**config.mk**
```make
export PLATFORM = sky130hd
export DESIGN_NAME = cpu_sequencer
export DESIGN_NICKNAME = d
export VERILOG_FILES = /design/src/rtl/cpu_pkg.sv /design/src/rtl/seq_decode.sv /design/src/rtl/cpu_sequencer.sv
export SDC_FILE = /design/constraint.sdc
export NUM_CORES = 1
export LEC_CHECK = 0
export CAP_MARGIN = 0
export CORE_UTILIZATION = 28
export DETAILED_ROUTE_END_ITERATION = 10
export GPL_ROUTABILITY_DRIVEN = 0
export PLACE_DENSITY = 0.58
export SYNTH_ARGS = -nofsm -noshare
export SYNTH_HDL_FRONTEND = slang
export SYNTH_SLANG_ARGS = --single-unit
export TNS_END_PERCENT = 1
```
**constraint.sdc**
```tcl
create_clock -name clk -period 2.81 [get_ports clk]
set_input_delay 0.562 -clock clk [delete_from_list [all_inputs] [get_ports clk]]
set_output_delay 0.562 -clock clk [all_outputs]
set_load 0.1 [all_outputs]
```
**src/rtl/cpu_pkg.sv**
```systemverilog
// Shared constants for the 4-bit CPU: opcodes, ALU operations and sequencer states.
package cpu_pkg;

   localparam int unsigned INSTR_W  = 8;
   localparam int unsigned IMM_W    = 4;
   localparam int unsigned OPCODE_W = 4;
   localparam int unsigned ALU_OP_W = 3;

   // Opcode field values (instruction [7:4]); 9..E are undefined.
   localparam logic [OPCODE_W-1:0] OP_LDI = 4'h0;
   localparam logic [OPCODE_W-1:0] OP_ADD = 4'h1;
   localparam logic [OPCODE_W-1:0] OP_SUB = 4'h2;
   localparam logic [OPCODE_W-1:0] OP_AND = 4'h3;
   localparam logic [OPCODE_W-1:0] OP_OR  = 4'h4;
   localparam logic [OPCODE_W-1:0] OP_XOR = 4'h5;
   localparam logic [OPCODE_W-1:0] OP_JMP = 4'h6;
   localparam logic [OPCODE_W-1:0] OP_JZ  = 4'h7;
   localparam logic [OPCODE_W-1:0] OP_NOP = 4'h8;
   localparam logic [OPCODE_W-1:0] OP_HLT = 4'hF;

   // ALU operation codes shared with the ALU.
   localparam logic [ALU_OP_W-1:0] ALU_PASS_B = 3'd0;
   localparam logic [ALU_OP_W-1:0] ALU_ADD    = 3'd1;
   localparam logic [ALU_OP_W-1:0] ALU_SUB    = 3'd2;
   localparam logic [ALU_OP_W-1:0] ALU_AND    = 3'd3;
   localparam logic [ALU_OP_W-1:0] ALU_OR     = 3'd4;
   localparam logic [ALU_OP_W-1:0] ALU_XOR    = 3'd5;

   // Sequencer states.
   typedef enum logic [2:0] {
      ST_IDLE   = 3'd0,
      ST_FETCH  = 3'd1,
      ST_DECODE = 3'd2,
      ST_EXEC   = 3'd3,
      ST_HALTED = 3'd4
   } state_e;

endpackage

```
**src/rtl/seq_decode.sv**
```systemverilog
// Combinational instruction decoder: opcode classification and ALU control.
module seq_decode
   import cpu_pkg::*;
#(
   parameter int unsigned OPC_W = 4
) (
   input  logic [OPC_W-1:0]    opcode,
   input  logic                zero_q,
   output logic [ALU_OP_W-1:0] alu_op,
   output logic                use_imm,
   output logic                is_alu,
   output logic                is_jmp,
   output logic                is_jz,
   output logic                is_hlt,
   output logic                is_illegal,
   output logic                jz_taken
);

   // Classify the opcode; anything not listed is undefined and behaves as a NOP.
   always_comb begin
      alu_op     = ALU_PASS_B;
      use_imm    = 1'b0;
      is_alu     = 1'b0;
      is_jmp     = 1'b0;
      is_jz      = 1'b0;
      is_hlt     = 1'b0;
      is_illegal = 1'b0;
      case (opcode)
         OPC_W'(OP_LDI): begin
            use_imm = 1'b1;
            is_alu  = 1'b1;
         end
         OPC_W'(OP_ADD): begin
            alu_op = ALU_ADD;
            is_alu = 1'b1;
         end
         OPC_W'(OP_SUB): begin
            alu_op = ALU_SUB;
            is_alu = 1'b1;
         end
         OPC_W'(OP_AND): begin
            alu_op = ALU_AND;
            is_alu = 1'b1;
         end
         OPC_W'(OP_OR): begin
            alu_op = ALU_OR;
            is_alu = 1'b1;
         end
         OPC_W'(OP_XOR): begin
            alu_op = ALU_XOR;
            is_alu = 1'b1;
         end
         OPC_W'(OP_JMP): is_jmp = 1'b1;
         OPC_W'(OP_JZ):  is_jz  = 1'b1;
         OPC_W'(OP_NOP): ;
         OPC_W'(OP_HLT): is_hlt = 1'b1;
         default:        is_illegal = 1'b1;
      endcase
   end

   // JZ branches on the flag left by the most recent LDI/ALU instruction.
   assign jz_taken = is_jz & zero_q;

endmodule

```
**src/rtl/cpu_sequencer.sv**
```systemverilog
// Multi-cycle FETCH/DECODE/EXEC control sequencer with run/step/resume debug control.
module cpu_sequencer
   import cpu_pkg::*;
#(
   parameter int unsigned RETIRE_W = 8,
   parameter int unsigned OPC_W    = 4
) (
   input  logic                clk,
   input  logic                rst,
   input  logic [INSTR_W-1:0]  instr_in,
   input  logic                alu_zero,
   input  logic                run,
   input  logic                step,
   input  logic                resume,
   output logic [INSTR_W-1:0]  ir_out,
   output logic [IMM_W-1:0]    immediate,
   output logic                use_imm,
   output logic [ALU_OP_W-1:0] alu_op,
   output logic                reg_write_enable,
   output logic                pc_enable,
   output logic                pc_load,
   output logic                zero_q,
   output logic                halt,
   output logic                busy,
   output logic                illegal,
   output logic [RETIRE_W-1:0] retired
);

   state_e               state_q, state_d;
   logic [INSTR_W-1:0]   ir_q, ir_d;
   logic                 zero_d;
   logic                 illegal_q, illegal_d;
   logic [RETIRE_W-1:0]  retired_q, retired_d;

   logic [OPC_W-1:0]     opcode;
   logic                 is_alu, is_jmp, is_jz, is_hlt, is_illegal, jz_taken;

   assign opcode    = ir_q[INSTR_W-1 -: OPC_W];
   assign ir_out    = ir_q;
   assign immediate = ir_q[IMM_W-1:0];
   assign illegal   = illegal_q;
   assign retired   = retired_q;

   // Opcode decode from the latched instruction, valid in every state.
   seq_decode #(
      .OPC_W (OPC_W)
   ) u_decode (
      .opcode     (opcode),
      .zero_q     (zero_q),
      .alu_op     (alu_op),
      .use_imm    (use_imm),
      .is_alu     (is_alu),
      .is_jmp     (is_jmp),
      .is_jz      (is_jz),
      .is_hlt     (is_hlt),
      .is_illegal (is_illegal),
      .jz_taken   (jz_taken)
   );

   // State, IR, zero flag, sticky illegal and retire counter registers.
   always_ff @(posedge clk or negedge rst) begin
      if (!rst) begin
         state_q   <= ST_IDLE;
         ir_q      <= '0;
         zero_q    <= 1'b0;
         illegal_q <= 1'b0;
         retired_q <= '0;
      end else begin
         state_q   <= state_d;
         ir_q      <= ir_d;
         zero_q    <= zero_d;
         illegal_q <= illegal_d;
         retired_q <= retired_d;
      end
   end

   // Next-state and strobe logic; strobes decode from the state so reset kills them at once.
   always_comb begin
      state_d          = state_q;
      ir_d             = ir_q;
      zero_d           = zero_q;
      illegal_d        = illegal_q;
      retired_d        = retired_q;
      reg_write_enable = 1'b0;
      pc_enable        = 1'b0;
      pc_load          = 1'b0;
      halt             = 1'b0;
      busy             = 1'b0;
      case (state_q)
         ST_IDLE: begin
            if (run || step) state_d = ST_FETCH;
         end
         ST_FETCH: begin
            busy    = 1'b1;
            ir_d    = instr_in;
            state_d = ST_DECODE;
         end
         ST_DECODE: begin
            // Settle cycle for memory and register file.
            busy    = 1'b1;
            state_d = ST_EXEC;
         end
         ST_EXEC: begin
            busy = 1'b1;
            if (retired_q != {RETIRE_W{1'b1}}) retired_d = retired_q + RETIRE_W'(1);
            if (is_alu) begin
               reg_write_enable = 1'b1;
               zero_d           = alu_zero;
               pc_enable        = 1'b1;
            end else if (is_jmp) begin
               pc_load = 1'b1;
            end else if (is_jz) begin
               pc_load   = jz_taken;
               pc_enable = ~jz_taken;
            end else if (!is_hlt) begin
               pc_enable = 1'b1;
            end
            if (is_illegal) illegal_d = 1'b1;
            if (is_hlt)     state_d = ST_HALTED;
            else if (run)   state_d = ST_FETCH;
            else            state_d = ST_IDLE;
         end
         ST_HALTED: begin
            halt = 1'b1;
            if (resume) begin
               // Step the PC past the HLT on the way out.
               pc_enable = 1'b1;
               state_d   = ST_IDLE;
            end
         end
         default: state_d = ST_IDLE;
      endcase
   end

endmodule

```
==> results of run 1 <==
==> critical path: stages, from the launching register on <==
cell	delay (ns)
dfrtp_1	0.53
and3b_1	0.42
nand3_1	0.12
nor2_1	0.19
buf_12	0.20
==> cell type report <==
class	instances	share of cell area, %
multi-input combinational	66	35.2
sequential	21	33.1
timing repair buffer	45	24.9
tap	48	3.78
clock buffer	4	2.83
inverter	1	0.236
==> placed cells by master, fill, tap and decap left out, drive strengths merged <==
cell type	synthesis	final
buf	6	32
dfrtp	21	21
clkdlybuf4s50	0	13
mux2	12	12
nand3	6	6
nor2	5	5
nand2	4	4
nor3b	4	4
nand4	4	4
clkbuf	1	4
a21oi	3	3
nor3	3	3
nand2b	2	2
xnor2	2	2
xor2	2	2
nor4	1	1
and3b	1	1
and2	1	1
o211ai	1	1
inv	1	1
a22o	1	1
nand3b	1	1
o2111a	1	1
o21ai	1	1
or2	1	1
nor4b	1	1
and4	1	1
a31oi	1	1
and3	1	1
a2111oi	1	1
or3	1	1
a41o	1	1
o22ai	1	1
a211oi	1	1
ha	1	1
==> per-layer routing <==
metal  wire length [µm]  share of wire (%)  vias to the layer above
met1               1040                 43                      453
met4                 34                1.4                        0
met3                 96                4.0                        2
li1                   -                  -                      434
met2               1240                 51                       20
met5                  0                  0                        -
==> cells by family after synthesis <==
family | Yosys count | synth area share [%]
AOI/OAI and AO/OA | 12 | 8.69
xor gates and xnor gates | 4 | 3.16
adders and majority gates | 1 | 1.13
buffers and inverters | 8 | 4.85
DFF | 21 | 47.4
muxes | 12 | 12.5
and+or+nand+nor | 37 | 22.2
==> stage by stage <==
stage / util, % / instance area (µm²) / TNS (ns) / hold slack (ns) / std cells
2_1_floorplan: - / 1140 / -1.27 / 0.266 / 95
3_3_place_gp: 41.5 / 1540 / 0 / 0.455 / 181
3_5_place_dp: 41.5 / 1540 / 0 / 0.457 / 181
4_1_cts: 42.8 / 1590 / 0 / 0.474 / 185
5_1_grt: 42.8 / 1590 / 0 / 0.492 / 185
6_report: 42.8 / 1590 / 0 / 0.471 / 185
==> state kept, by name, summed over array words and instances (netlist names) <==
name     flops
ir_out       8
retired      8
state_q      3
illegal      1
zero_q       1
==> path summary, 6_finish.rpt <==
check | slack [ns] | from | end
setup / recovery | 0.52 | state_q[1] | pc_load
hold / removal | 0.47 | illegal | illegal
setup reg to reg | 1.16 | retired[0] | retired[1]
hold reg to reg | 0.47 | illegal | illegal
max in group asynchronous | 1.95 | rst | illegal
min in group asynchronous | 0.65 | rst | zero_q
==> results.py, run 1 <==
metrics = {
    "hold_path": {
        "min_path_type": "reg -> reg",
        "worstHoldPathCells": 1,
    },
    "global_route": {
        "grt_usage_pct": 12.2,
        "grt.busiest_layer": "met2",
        "grt_max_degree": 22,
        "gr-usage-met1_pct": 14.9,
        "first_global_vias": 853,
        "grt_use_met3_pct": 2.99,
        "grt_use_met2_pct": 20.2,
        "overflow": 0,
        "grt_pass1_wl_um": 3900,
        "antenna_found_initial": 0,
    },
    "placement": {
        "dp_hpwl_um": 1840,
        "port_buffers": 44,
        "pre_cts_slack_ns": 0.796,
    },
    "critical_path": {
        "start_kind": "flip-flop",
        "critical_path_arrival_ns": 1.73,
        "path_max_fanout": 8,
        "cp.required_ns": 2.25,
        "rr_worst_depth": 4,
        "crit_path_end_kind": "output pin",
        "critPathKind": "reg -> out",
    },
    "routing": {
        "routedWlPerCell_um": 13.0,
        "drc": 0,
        "drt_iter0_markers": 53,
        "dr_total_vias": 909,
        "first_pass_iters": 4,
        "vias_per_cell": 4.91,
        "wirelength_um": 2410,
        "ant_nets": 0,
    },
    "timing": {
        "rsz0062_at_grt": "no",
        "slew_viol_final": 0,
        "setup_violations": 0,
        "slew_headroom_pct": 67.9,
        "fin_crit_ns": 2.29,
        "worst_slew_pin_slew_ns": 0.481,
        "fin_skew_ns": 0.00466,
        "period_share_pct": 81.5,
        "max_freq_mhz": 437,
        "hold_viol": 0,
        "setup_slack_ns": 0.520,
    },
    "synth": {
        "ys.flop_type": "dfrtp_1",
        "synth_edf_count": 0,
        "synth_seq_area_share_pct": 47.4,
        "synthMostInstantiatedCell": "dfrtp_1",
        "synthesis.area_um2": 1110,
        "yosys.area.top_type_share_pct": 47.4,
        "ys_warn_count": 0,
        "synthCells": 95,
        "yosys-top-cells-area": "dfrtp_1 (47%), mux2_2 (9.1%), nand3_1 (2.7%)",
        "synthTopCellsByCount": "dfrtp_1 (21), mux2_2 (9), nand3_1 (6)",
        "ys_seq_elements": 21,
        "synth_area_per_cell_um2": 11.7,
        "ys_async_sr_fraction_pct": 100,
        "ys_types": 41,
        "syn_nets": 110,
        "synth.largest_area_cell": "dfrtp_1",
    },
    "layout": {
        "nNetsFinal": 153,
        "ff_latch_area_um2": 526,
        "antenna_cells": 0,
        "multi_input_area_um2": 559,
        "fill_cells": 376,
        "drive_gt1_share_pct": 40.9,
        "syn2layout_area_growth_pct": 43.3,
    },
    "clock_tree": {
        "cts_tree": "built",
        "cts_num_sinks": 21,
        "cts_setup_buffers": 0,
        "cts_hold_buf": 0,
        "root_buffer": "clkbuf_8",
        "cts.clk_slew.worst_paths_ns": 0.07,
        "cts_buffers": 3,
        "htreeDepth": 1,
        "clock_path_buffers": 2,
        "clkLatencyLatePin_ns": 0.26,
        "cts_resized": 0,
    },
    "floorplanning": {
        "coreArea_um2": 3720,
        "start_util_pct": 29.8,
        "rows": 22,
        "die_h_um": 64.9,
        "die_x_um": 64.9,
        "ios": 45,
        "die-area_um2": 4210,
    },
    "flow_run": {
        "max_cap_viol_count": 0,
    },
    "status": {
        "status": "finished, final reports clean",
    },
}
Power of run 1 is left out: the tool's default activity adds up to more than one toggle a clock period on the data nets, which glitch-free logic cannot reach.
==> run 2: changes to the inputs <==
--- a/config.mk
+++ b/config.mk
@@ -9,7 +9,7 @@
 export CORE_UTILIZATION = 28
 export DETAILED_ROUTE_END_ITERATION = 10
 export GPL_ROUTABILITY_DRIVEN = 0
-export PLACE_DENSITY = 0.58
+export PLACE_DENSITY = 0.6
 export SYNTH_ARGS = -nofsm -noshare
 export SYNTH_HDL_FRONTEND = slang
 export SYNTH_SLANG_ARGS = --single-unit
==> constraint.sdc (replaced) <==
create_clock -name clk -period 1.9 [get_ports clk]
set_input_delay 0.38 -clock clk [delete_from_list [all_inputs] [get_ports clk]]
set_output_delay 0.38 -clock clk [all_outputs]
set_load 0.1 [all_outputs]
==> results.py, run 2 (synthesis gave the netlist of run 1 again) <==
metrics = {
    "routing": {
        "first_pass_iters": 4,
        "routedWlPerCell_um": 13.4,
        "vias_per_cell": 4.78,
        "dr_total_vias": 917,
        "wirelength_um": 2570,
        "ant_nets": 0,
        "drt_iter0_markers": 41,
        "drc": 0,
    },
    "global_route": {
        "antenna_found_initial": 0,
        "overflow": 0,
        "grt_usage_pct": 12.9,
        "first_global_vias": 932,
        "grt_max_degree": 22,
        "grt_pass1_wl_um": 4310,
    },
    "layout": {
        "antenna_cells": 0,
        "final_common_cell": "buf_12",
        "fill_cells": 314,
        "drive_gt1_share_pct": 52.1,
        "syn2layout_area_growth_pct": 79.2,
        "ff_latch_area_um2": 543,
        "final_area_um2": 1990,
        "nNetsFinal": 160,
        "final_cell_mix": "buf_12 (25), buf_4 (14), dfrtp_1 (13), clkdlybuf4s50_1 (13), mux2_2 (9)",
        "multi_input_area_um2": 596,
    },
    "floorplanning": {
        "start_util_pct": 29.8,
        "die_x_um": 64.9,
        "die-area_um2": 4210,
        "ios": 45,
        "die_h_um": 64.9,
        "coreArea_um2": 3720,
        "rows": 22,
    },
    "timing": {
        "max_freq_mhz": 547,
        "period_share_pct": 96.1,
        "hold_viol": 0,
        "setup_violations": 0,
        "rsz0062_at_grt": "no",
        "fin_skew_ns": 0.00284,
        "worst_slew_pin_slew_ns": 0.468,
        "slew_headroom_pct": 68.8,
        "fin_crit_ns": 1.83,
        "slew_viol_final": 0,
    },
    "placement": {
        "port_buffers": 44,
        "placed_cell_area_um2": 1880,
        "dp_hpwl_um": 1990,
    },
    "critical_path": {
        "crit_path_end_kind": "output pin",
        "critical_path_arrival_ns": 1.45,
        "slowest_stage": "dfrtp_1",
        "regToRegSetupSlack_ns": 0.23,
        "start_kind": "flip-flop",
        "slowest_delay_ns": 0.47,
        "cp.required_ns": 1.52,
        "path_max_fanout": 7,
        "path_cells": "and3b_1 -> nand3_1 -> nor2_4 -> buf_12",
        "critPathKind": "reg -> out",
    },
    "clock_tree": {
        "cts_tree": "built",
        "clkLatencyLatePin_ns": 0.25,
        "cts_num_sinks": 21,
        "htreeDepth": 1,
        "clock_path_buffers": 2,
        "cts.clk_slew.worst_paths_ns": 0.07,
        "cts_buffers": 3,
        "root_buffer": "clkbuf_8",
    },
    "flow_run": {
        "max_cap_viol_count": 0,
    },
    "status": {
        "status": "finished, final reports clean",
    },
    "hold_path": {
        "min_path_type": "in -> async",
    },
}
## run 2: final timing paths
path,end,cells past startpoint,start
worst max register to register,retired[1],4,retired[0]
min in group clk,ir_out[2],1,ir_out[2]
max in group asynchronous,ir_out[7],2,rst
worst min register to register,ir_out[2],1,ir_out[2]
worst max-delay path,pc_load,4,state_q[2]
worst min-delay path,ir_out[0],2,rst
## run 2: worst max-delay path: cells and delay by family, from the launching register on
kind                   cells  cell delay [ns]
buffers and inverters      1             0.18
DFF                        1             0.47
and+or+nand+nor            3             0.56
## run 2: per-stage QoR
step | std cells | TNS [ns] | utilization (%) | setup WS, ns | hold WS [ns]
floorplan | 95 | -2.08 | - | -0.304 | 0.0844
global placement | 182 | 0 | 50.6 | 0.269 | 0.503
detailed placement | 182 | 0 | 50.6 | 0.232 | 0.515
CTS | 191 | 0 | 53.2 | 0.0380 | 0.495
global route | 192 | 0 | 53.5 | 0.00232 | 0.503
finish | 192 | 0 | 53.5 | 0.0735 | 0.474
## run 2: repair_timing
action | 4_1_cts | 5_1_grt
hold buffers | 0 | 0
resized for setup | 1 | 1
endpoints found under the setup margin | 1 | 1
buffers inserted | 5 | 1
## run 2: final cells by class
cell class / instances / share of cell area, %
inverters: 1 / 0.378
well taps: 48 / 3.02
multi-input cells: 66 / 30.0
clock buffers: 4 / 2.27
repair buffers: 52 / 37.0
flip-flops and latches: 21 / 27.3
## run 2: layer usage
layer	track usage (%)	share of wire [%]	up-vias
met1	16.0	45	447
met2	22.7	50	24
met3	2.29	4.7	2
li1	-	-	444
met5	0	0	-
met4	3.61	0.66	0
Power of run 2 is left out for the same reason.
